### src/rtl/cpu_pkg.sv
// Shared CPU definitions: ALU op encoding plus the types and helpers used by the
// iterative multiply/divide unit (muldiv_unit, muldiv_step).
package cpu_pkg;

  typedef enum logic [3:0] {
    ALU_ADD, ALU_SUB, ALU_SLL, ALU_SLT, ALU_SLTU,
    ALU_XOR, ALU_SRL, ALU_SRA, ALU_OR,  ALU_AND
  } alu_op_t;

  // RV32M funct3 encoding
  typedef enum logic [2:0] {
    MUL    = 3'd0,
    MULH   = 3'd1,
    MULHSU = 3'd2,
    MULHU  = 3'd3,
    DIV    = 3'd4,
    DIVU   = 3'd5,
    REM    = 3'd6,
    REMU   = 3'd7
  } muldiv_op_t;

  typedef enum logic [1:0] {
    IDLE,
    CALC,
    FIX
  } muldiv_state_t;

  function automatic logic is_div(input muldiv_op_t op);
    return op[2];
  endfunction

  function automatic logic is_signed_a(input muldiv_op_t op);
    return (op == MULH) || (op == MULHSU) || (op == DIV) || (op == REM);
  endfunction

  function automatic logic is_signed_b(input muldiv_op_t op);
    return (op == MULH) || (op == DIV) || (op == REM);
  endfunction

endpackage

### src/rtl/muldiv_step.sv
// One combinational iteration of the unit: a shift-add multiply step or a
// restoring-division step on a shared 2*XLEN accumulator.
module muldiv_step #(
  parameter int XLEN = 32
) (
  input  logic              i_div,
  input  logic [2*XLEN-1:0] i_acc,
  input  logic [XLEN-1:0]   i_opnd,
  output logic [2*XLEN-1:0] o_acc,
  output logic              o_q_bit
);

  logic [XLEN:0] w_sum;
  logic [XLEN:0] w_shift;
  logic [XLEN:0] w_trial;

  // Multiply: upper half accumulates the multiplicand, lower half holds the
  // remaining multiplier bits. Divide: upper half is the partial remainder,
  // lower half shifts dividend bits out and quotient bits in.
  always_comb begin
    // NOTE: every combinational output gets a default first so no latch is inferred.
    o_acc   = i_acc;
    o_q_bit = 1'b0;
    w_sum   = {1'b0, i_acc[2*XLEN-1:XLEN]} + {1'b0, i_opnd};
    w_shift = {i_acc[2*XLEN-1:XLEN], i_acc[XLEN-1]};
    w_trial = w_shift - {1'b0, i_opnd};
    if (i_div) begin
      o_q_bit = ~w_trial[XLEN];
      o_acc   = {(o_q_bit ? w_trial[XLEN-1:0] : w_shift[XLEN-1:0]),
                 i_acc[XLEN-2:0], 1'b0};
    end else if (i_acc[0]) begin
      o_acc = {w_sum, i_acc[XLEN-1:1]};
    end else begin
      o_acc = {1'b0, i_acc[2*XLEN-1:XLEN], i_acc[XLEN-1:1]};
    end
  end

endmodule

### src/rtl/muldiv_unit.sv
// Iterative RV32M multiply/divide unit with a start/busy/done handshake.
// Define MULDIV_FAST_PATH_EN to finish divide-by-zero and signed overflow in one cycle.
module muldiv_unit
  import cpu_pkg::*;
#(
  parameter int XLEN = 32
) (
  input  logic            clk,
  input  logic            reset_n,
  input  logic            start,
  input  logic [2:0]      op,
  input  logic [XLEN-1:0] a,
  input  logic [XLEN-1:0] b,
  output logic            busy,
  output logic            done,
  output logic [XLEN-1:0] result
);

  localparam int              CW       = $clog2(XLEN + 1);
  localparam logic [CW-1:0]   CNT_INIT = CW'(XLEN);
  localparam logic [XLEN-1:0] MOST_NEG = {1'b1, {(XLEN-1){1'b0}}};

  muldiv_state_t     r_state;
  muldiv_op_t        r_op;
  logic [CW-1:0]     r_cnt;
  logic [2*XLEN-1:0] r_acc;
  logic [XLEN-1:0]   r_opnd;
  logic [XLEN-1:0]   r_a_orig;
  logic              r_neg_res;
  logic              r_neg_rem;
  logic              r_div_zero;
  logic              r_ovf;

  muldiv_op_t        w_op_in;
  logic              w_is_div_in;
  logic              w_neg_a;
  logic              w_neg_b;
  logic [XLEN-1:0]   w_a_abs;
  logic [XLEN-1:0]   w_b_abs;
  logic              w_b_zero;
  logic              w_ovf_in;
  logic              w_skip;
  logic              w_is_div;
  logic [2*XLEN-1:0] w_acc_next;
  logic              w_q_bit;
  logic [2*XLEN-1:0] w_prod;
  logic [XLEN-1:0]   w_quo;
  logic [XLEN-1:0]   w_rem;
  logic [XLEN-1:0]   w_fix_result;

  assign w_op_in     = muldiv_op_t'(op);
  assign w_is_div_in = is_div(w_op_in);
  assign w_neg_a     = is_signed_a(w_op_in) & a[XLEN-1];
  assign w_neg_b     = is_signed_b(w_op_in) & b[XLEN-1];
  assign w_a_abs     = w_neg_a ? -a : a;
  assign w_b_abs     = w_neg_b ? -b : b;
  assign w_b_zero    = (b == '0);
  assign w_ovf_in    = w_is_div_in & is_signed_b(w_op_in) & (a == MOST_NEG) & (b == '1);
  assign w_is_div    = is_div(r_op);

`ifdef MULDIV_FAST_PATH_EN
  assign w_skip = w_is_div_in & (w_b_zero | w_ovf_in);
`else
  assign w_skip = 1'b0;
`endif

  muldiv_step #(.XLEN(XLEN)) u_step (
    .i_div   (w_is_div),
    .i_acc   (r_acc),
    .i_opnd  (r_opnd),
    .o_acc   (w_acc_next),
    .o_q_bit (w_q_bit)
  );

  // Sign correction and special cases; remainder follows the dividend's sign.
  always_comb begin
    w_prod       = r_neg_res ? -r_acc : r_acc;
    w_quo        = r_neg_res ? -r_acc[XLEN-1:0] : r_acc[XLEN-1:0];
    w_rem        = r_neg_rem ? -r_acc[2*XLEN-1:XLEN] : r_acc[2*XLEN-1:XLEN];
    w_fix_result = '0;
    case (r_op)
      MUL:                  w_fix_result = w_prod[XLEN-1:0];
      MULH, MULHSU, MULHU:  w_fix_result = w_prod[2*XLEN-1:XLEN];
      DIV, DIVU:            w_fix_result = r_div_zero ? '1 : (r_ovf ? MOST_NEG : w_quo);
      REM, REMU:            w_fix_result = r_div_zero ? r_a_orig : (r_ovf ? '0 : w_rem);
      default:              w_fix_result = '0;
    endcase
  end

  always_ff @(posedge clk or negedge reset_n) begin
    if (!reset_n) begin
      r_state    <= IDLE;
      r_op       <= MUL;
      r_cnt      <= '0;
      r_acc      <= '0;
      r_opnd     <= '0;
      r_a_orig   <= '0;
      r_neg_res  <= 1'b0;
      r_neg_rem  <= 1'b0;
      r_div_zero <= 1'b0;
      r_ovf      <= 1'b0;
      busy       <= 1'b0;
      done       <= 1'b0;
      result     <= '0;
    end else begin
      // NOTE: all sequential state uses non-blocking assignments so every
      // register samples the pre-edge values regardless of statement order.
      done <= 1'b0;
      case (r_state)
        IDLE: begin
          if (start) begin
            r_op       <= w_op_in;
            r_cnt      <= CNT_INIT;
            r_opnd     <= w_is_div_in ? w_b_abs : w_a_abs;
            r_acc      <= {{XLEN{1'b0}}, (w_is_div_in ? w_a_abs : w_b_abs)};
            r_a_orig   <= a;
            r_neg_res  <= w_neg_a ^ w_neg_b;
            r_neg_rem  <= w_neg_a;
            r_div_zero <= w_is_div_in & w_b_zero;
            r_ovf      <= w_ovf_in;
            busy       <= 1'b1;
            r_state    <= w_skip ? FIX : CALC;
          end
        end
        CALC: begin
          r_acc <= w_acc_next | {{(2*XLEN-1){1'b0}}, w_q_bit};
          r_cnt <= r_cnt - 1'b1;
          if (r_cnt == CW'(1)) r_state <= FIX;
        end
        FIX: begin
          result  <= w_fix_result;
          done    <= 1'b1;
          busy    <= 1'b0;
          r_state <= IDLE;
        end
        default: r_state <= IDLE;
      endcase
    end
  end

endmodule

### config.mk
export PLATFORM = sky130hd
export DESIGN_NAME = muldiv_unit
export DESIGN_NICKNAME = d
export VERILOG_FILES = /design/src/rtl/cpu_pkg.sv /design/src/rtl/muldiv_step.sv /design/src/rtl/muldiv_unit.sv
export SDC_FILE = /design/constraint.sdc
export NUM_CORES = 1
export LEC_CHECK = 0
export BUFFER_PORTS_ARGS = -buffer_cell sky130_fd_sc_hd__buf_2
export CAP_MARGIN = 20
export CORE_UTILIZATION = 55
export CTS_BUF_LIST = sky130_fd_sc_hd__clkbuf_2 sky130_fd_sc_hd__clkbuf_4 sky130_fd_sc_hd__clkbuf_8
export DETAILED_ROUTE_END_ITERATION = 8
export HOLD_SLACK_MARGIN = 0.15
export PLACE_DENSITY = 0.73
export SLEW_MARGIN = 10
export SYNTH_ARGS = -nofsm -noshare
export SYNTH_HDL_FRONTEND = slang
export SYNTH_SLANG_ARGS = --single-unit
### constraint.sdc
create_clock -name clk -period 8.5 [get_ports clk]
set_input_delay 0.85 -clock clk [delete_from_list [all_inputs] [get_ports clk]]
set_output_delay 0.85 -clock clk [all_outputs]
set_load 0.05 [all_outputs]
==> flow_metrics.env <==
export IMPL_status="finished clean"
export IMPL_ff2ff_path_depth=11
export IMPL_cts_resized=0
export IMPL_fin_ws_ns=4.21
export IMPL_intPower_mw=3.69
export IMPL_fin_tns_setup_ns=0
export IMPL_hold_violations=0
export IMPL_worstPathMaxFanout=25
export IMPL_clockRootBuffer="clkbuf_8"
export IMPL_cp_data_required_time_ns=8.88
export IMPL_p_sw_mw=4.84
export IMPL_synth_edf_count=0
export IMPL_wl_um=67100
export IMPL_ctsHoldBuffers=0
export IMPL_synth_seq_cells=177
export IMPL_die_h_um=176
export IMPL_final_area_um2=17700
export IMPL_synthFlopType="dfrtp_1"
export IMPL_async_flop_share_pct=100
export IMPL_grt_usage_pct=43.3
export IMPL_overflow=0
export IMPL_antenna_cells=0
export IMPL_syn_inst=2189
export IMPL_drv_slew=0
export IMPL_row_count=63
export IMPL_crit_end="r_acc[0]"
export IMPL_power_density_nw_per_um2=483
export IMPL_synth_fp_nets=2332
export IMPL_dieArea_um2=31000
export IMPL_antenna_found_initial=1
export IMPL_ys_seq_area_share_pct=26.5
export IMPL_drt_initial_drc_count=2363
export IMPL_areaGrowthSynthToFinish_pct=5.85
export IMPL_vias=17635
export IMPL_seq_power_share_pct=23.3
export IMPL_endpoint_kind="flip-flop"
export IMPL_fp_dieW_um=176
export IMPL_post_dp_cell_area_um2=17300
export IMPL_layout_commonest_cell="nand2_1"
export IMPL_relSlewSlack_pct=30.3
export IMPL_clkPwrFrac_pct=7.5
export IMPL_crit_type="reg2reg"
export IMPL_fin_crit_ns=4.29
export IMPL_synth_area_leaders="dfrtp_1 27%, nand2_1 7.0%, xnor2_1 5.7%, ha_1 5.3%, o21ai_0 5.2%"
export IMPL_arrival_ns=4.67
export IMPL_final_cell_mix="312 x nand2_1, 175 x dfrtp_1, 174 x o21ai_0, 157 x a21oi_1, 150 x nor2_1"
export IMPL_power_share_switching_pct=56.8
export IMPL_holdWs_ns=0.285
export IMPL_ys_warn_count=0
export IMPL_crit_start="r_acc[50]"
export IMPL_drtPass1Iterations=6
export IMPL_wire_per_inst_um=26.1
export IMPL_regToRegSetupSlack_ns=4.21
export IMPL_synth_top_cell_area_share_pct=26.5
export IMPL_utilization_pct=59.4
export IMPL_cts_setup_buffers=0
export IMPL_min_path_type="in2async"
export IMPL_antenna_left=0
export IMPL_ctsHtreeMaxLevel=4
export IMPL_ys_types=79
export IMPL_io_pins=104
export IMPL_combPwrFrac_pct=69.3
export IMPL_start_util_pct=56.1
export IMPL_syn_cell_area_um2=16700
export IMPL_io_buffers=103
export IMPL_cts_buffer_depth=2
export IMPL_crit_path_start_kind="flip-flop"
export IMPL_clk_latency_ns=0.52
export IMPL_setup_viol=0
export IMPL_tightest_slew_ns=1.04
export IMPL_ir_worst_vdd_v=0.000284
export IMPL_finalNetCount=2311
export IMPL_drive_above_1_share_pct=9.26
export IMPL_post_route_period_util_pct=50.5
export IMPL_p_leak_nw=7.38
export IMPL_fmax_mhz=233
export IMPL_cts_made_buffers=17
export IMPL_drc=0
export IMPL_r2r_start="r_acc[50]"
export IMPL_core_um2=29700
export IMPL_max_cap_viol_count=0
export IMPL_dp_hpwl_um=51300
export IMPL_clk_pin_slew_ns=0.10
export IMPL_avgSynthCellArea_um2=7.62
export IMPL_viasPerCell=6.86
export IMPL_grt_pass1_vias=16169
export IMPL_yosysTopAreaCell="dfrtp_1"
export IMPL_reg2reg_to="r_acc[0]"
export IMPL_cts_tree="done"
export IMPL_grt_max_degree=73
export IMPL_rsz0062_at_grt="no"
export IMPL_grt_pass1_wl_um=100000
export IMPL_gp_congestion=1.06
export IMPL_fin_skew_ns=0.0206
export IMPL_place_ws_ns=4.35
export IMPL_clock_sinks=177
-- worst min path at each step --
stage                 start            to  slack [ns]  cells past startpoint
2_1_floorplan  r_a_orig[15]  r_a_orig[15]        0.44                      2
3_3_place_gp      result[3]     result[3]        0.46                      2
3_5_place_dp   r_a_orig[27]  r_a_orig[27]        0.46                      2
4_1_cts             reset_n    r_opnd[23]        0.30                      1
5_1_grt             reset_n      r_cnt[5]        0.32                      1
6_report            reset_n      r_cnt[4]        0.29                      1
-- area by class of cell --
class | count | area [µm²]
clock inverters | 13 | 150
repair buffers | 127 | 702
multi-input cells | 1778 | 11400
well taps | 390 | 488
inverters | 67 | 251
clock buffers | 19 | 255
flip-flops and latches | 177 | 4430
fillers | 2800 | 12100
-- state kept, by name, indices dropped and copies added, names as in the netlist --
signal,cells
r_div_zero,1
r_cnt,6
r_ovf,1
r_op,3
done,1
r_state,2
r_opnd,32
busy,1
result,32
r_acc,64
r_neg_res,1
r_a_orig,32
r_neg_rem,1
-- cell families (layout without fill, tap and decap cells) --
group | count (synthesis) | in the layout | share of synthesized area (%)
AOI/OAI and AO/OA | 681 | 681 | 26.4
xor gates and xnor gates | 186 | 186 | 9.76
adders and majority gates | 73 | 73 | 5.56
buffers and inverters | 234 | 226 | 5.38
DFF | 177 | 177 | 26.5
muxes | 83 | 83 | 5.03
and+or+nand+nor | 755 | 755 | 21.3
-- layer usage --
metal | global-route usage, % | part of all wire, % | vias to the layer above
met3 | 11.6 | 11 | 189
met2 | 66.4 | 43 | 1068
li1 | - | - | 7922
met4 | 19.3 | 5.0 | 2
met1 | 56.9 | 41 | 8454
met5 | 0 | 0.019 | -
-- metrics by stage --
step | std cells | total power, mW
final | 2571 | 8.53
after global routing | 2571 | 9.02
after CTS | 2571 | 8.32
after detailed placement | 2539 | 7.68
after global placement | 2539 | 7.61
after floorplan | 2189 | 5.95
-- power groups by stage --
stage                     Sequential (mW)  Clock (mW)  Combinational, mW
after global routing                 2.01       0.666               6.35
after detailed placement             1.95           0               5.72
after CTS                            1.94       0.637               5.75
final                                1.99       0.637               5.91
after floorplan                      1.76           0               4.19
after global placement               1.94           0               5.68
-- synth_stat cells, types with 34 or more instances --
master	n
inv_1	66
ha_1	71
a21oi_1	157
o221ai_1	40
nand2_1	312
o21ai_0	174
nand3_1	49
or3_1	34
clkbuf_1	139
o211ai_1	35
xnor2_1	108
xor2_1	78
mux2i_1	76
dfrtp_1	177
nor3_1	41
nor2_1	153
-- worst max-delay path: stages (launching register included) --
cell,delay (ns)
dfrtp_1,0.55
ha_1,0.48
nand2_1,0.18
or3_1,0.41
or4_1,0.46
a31oi_1,0.20
o221ai_1,0.23
nor2_4,0.55
buf_4,0.44
nand2_1,0.14
a21boi_0,0.15
o221ai_1,0.33
Note: power is estimated with default switching activity, not from simulation.
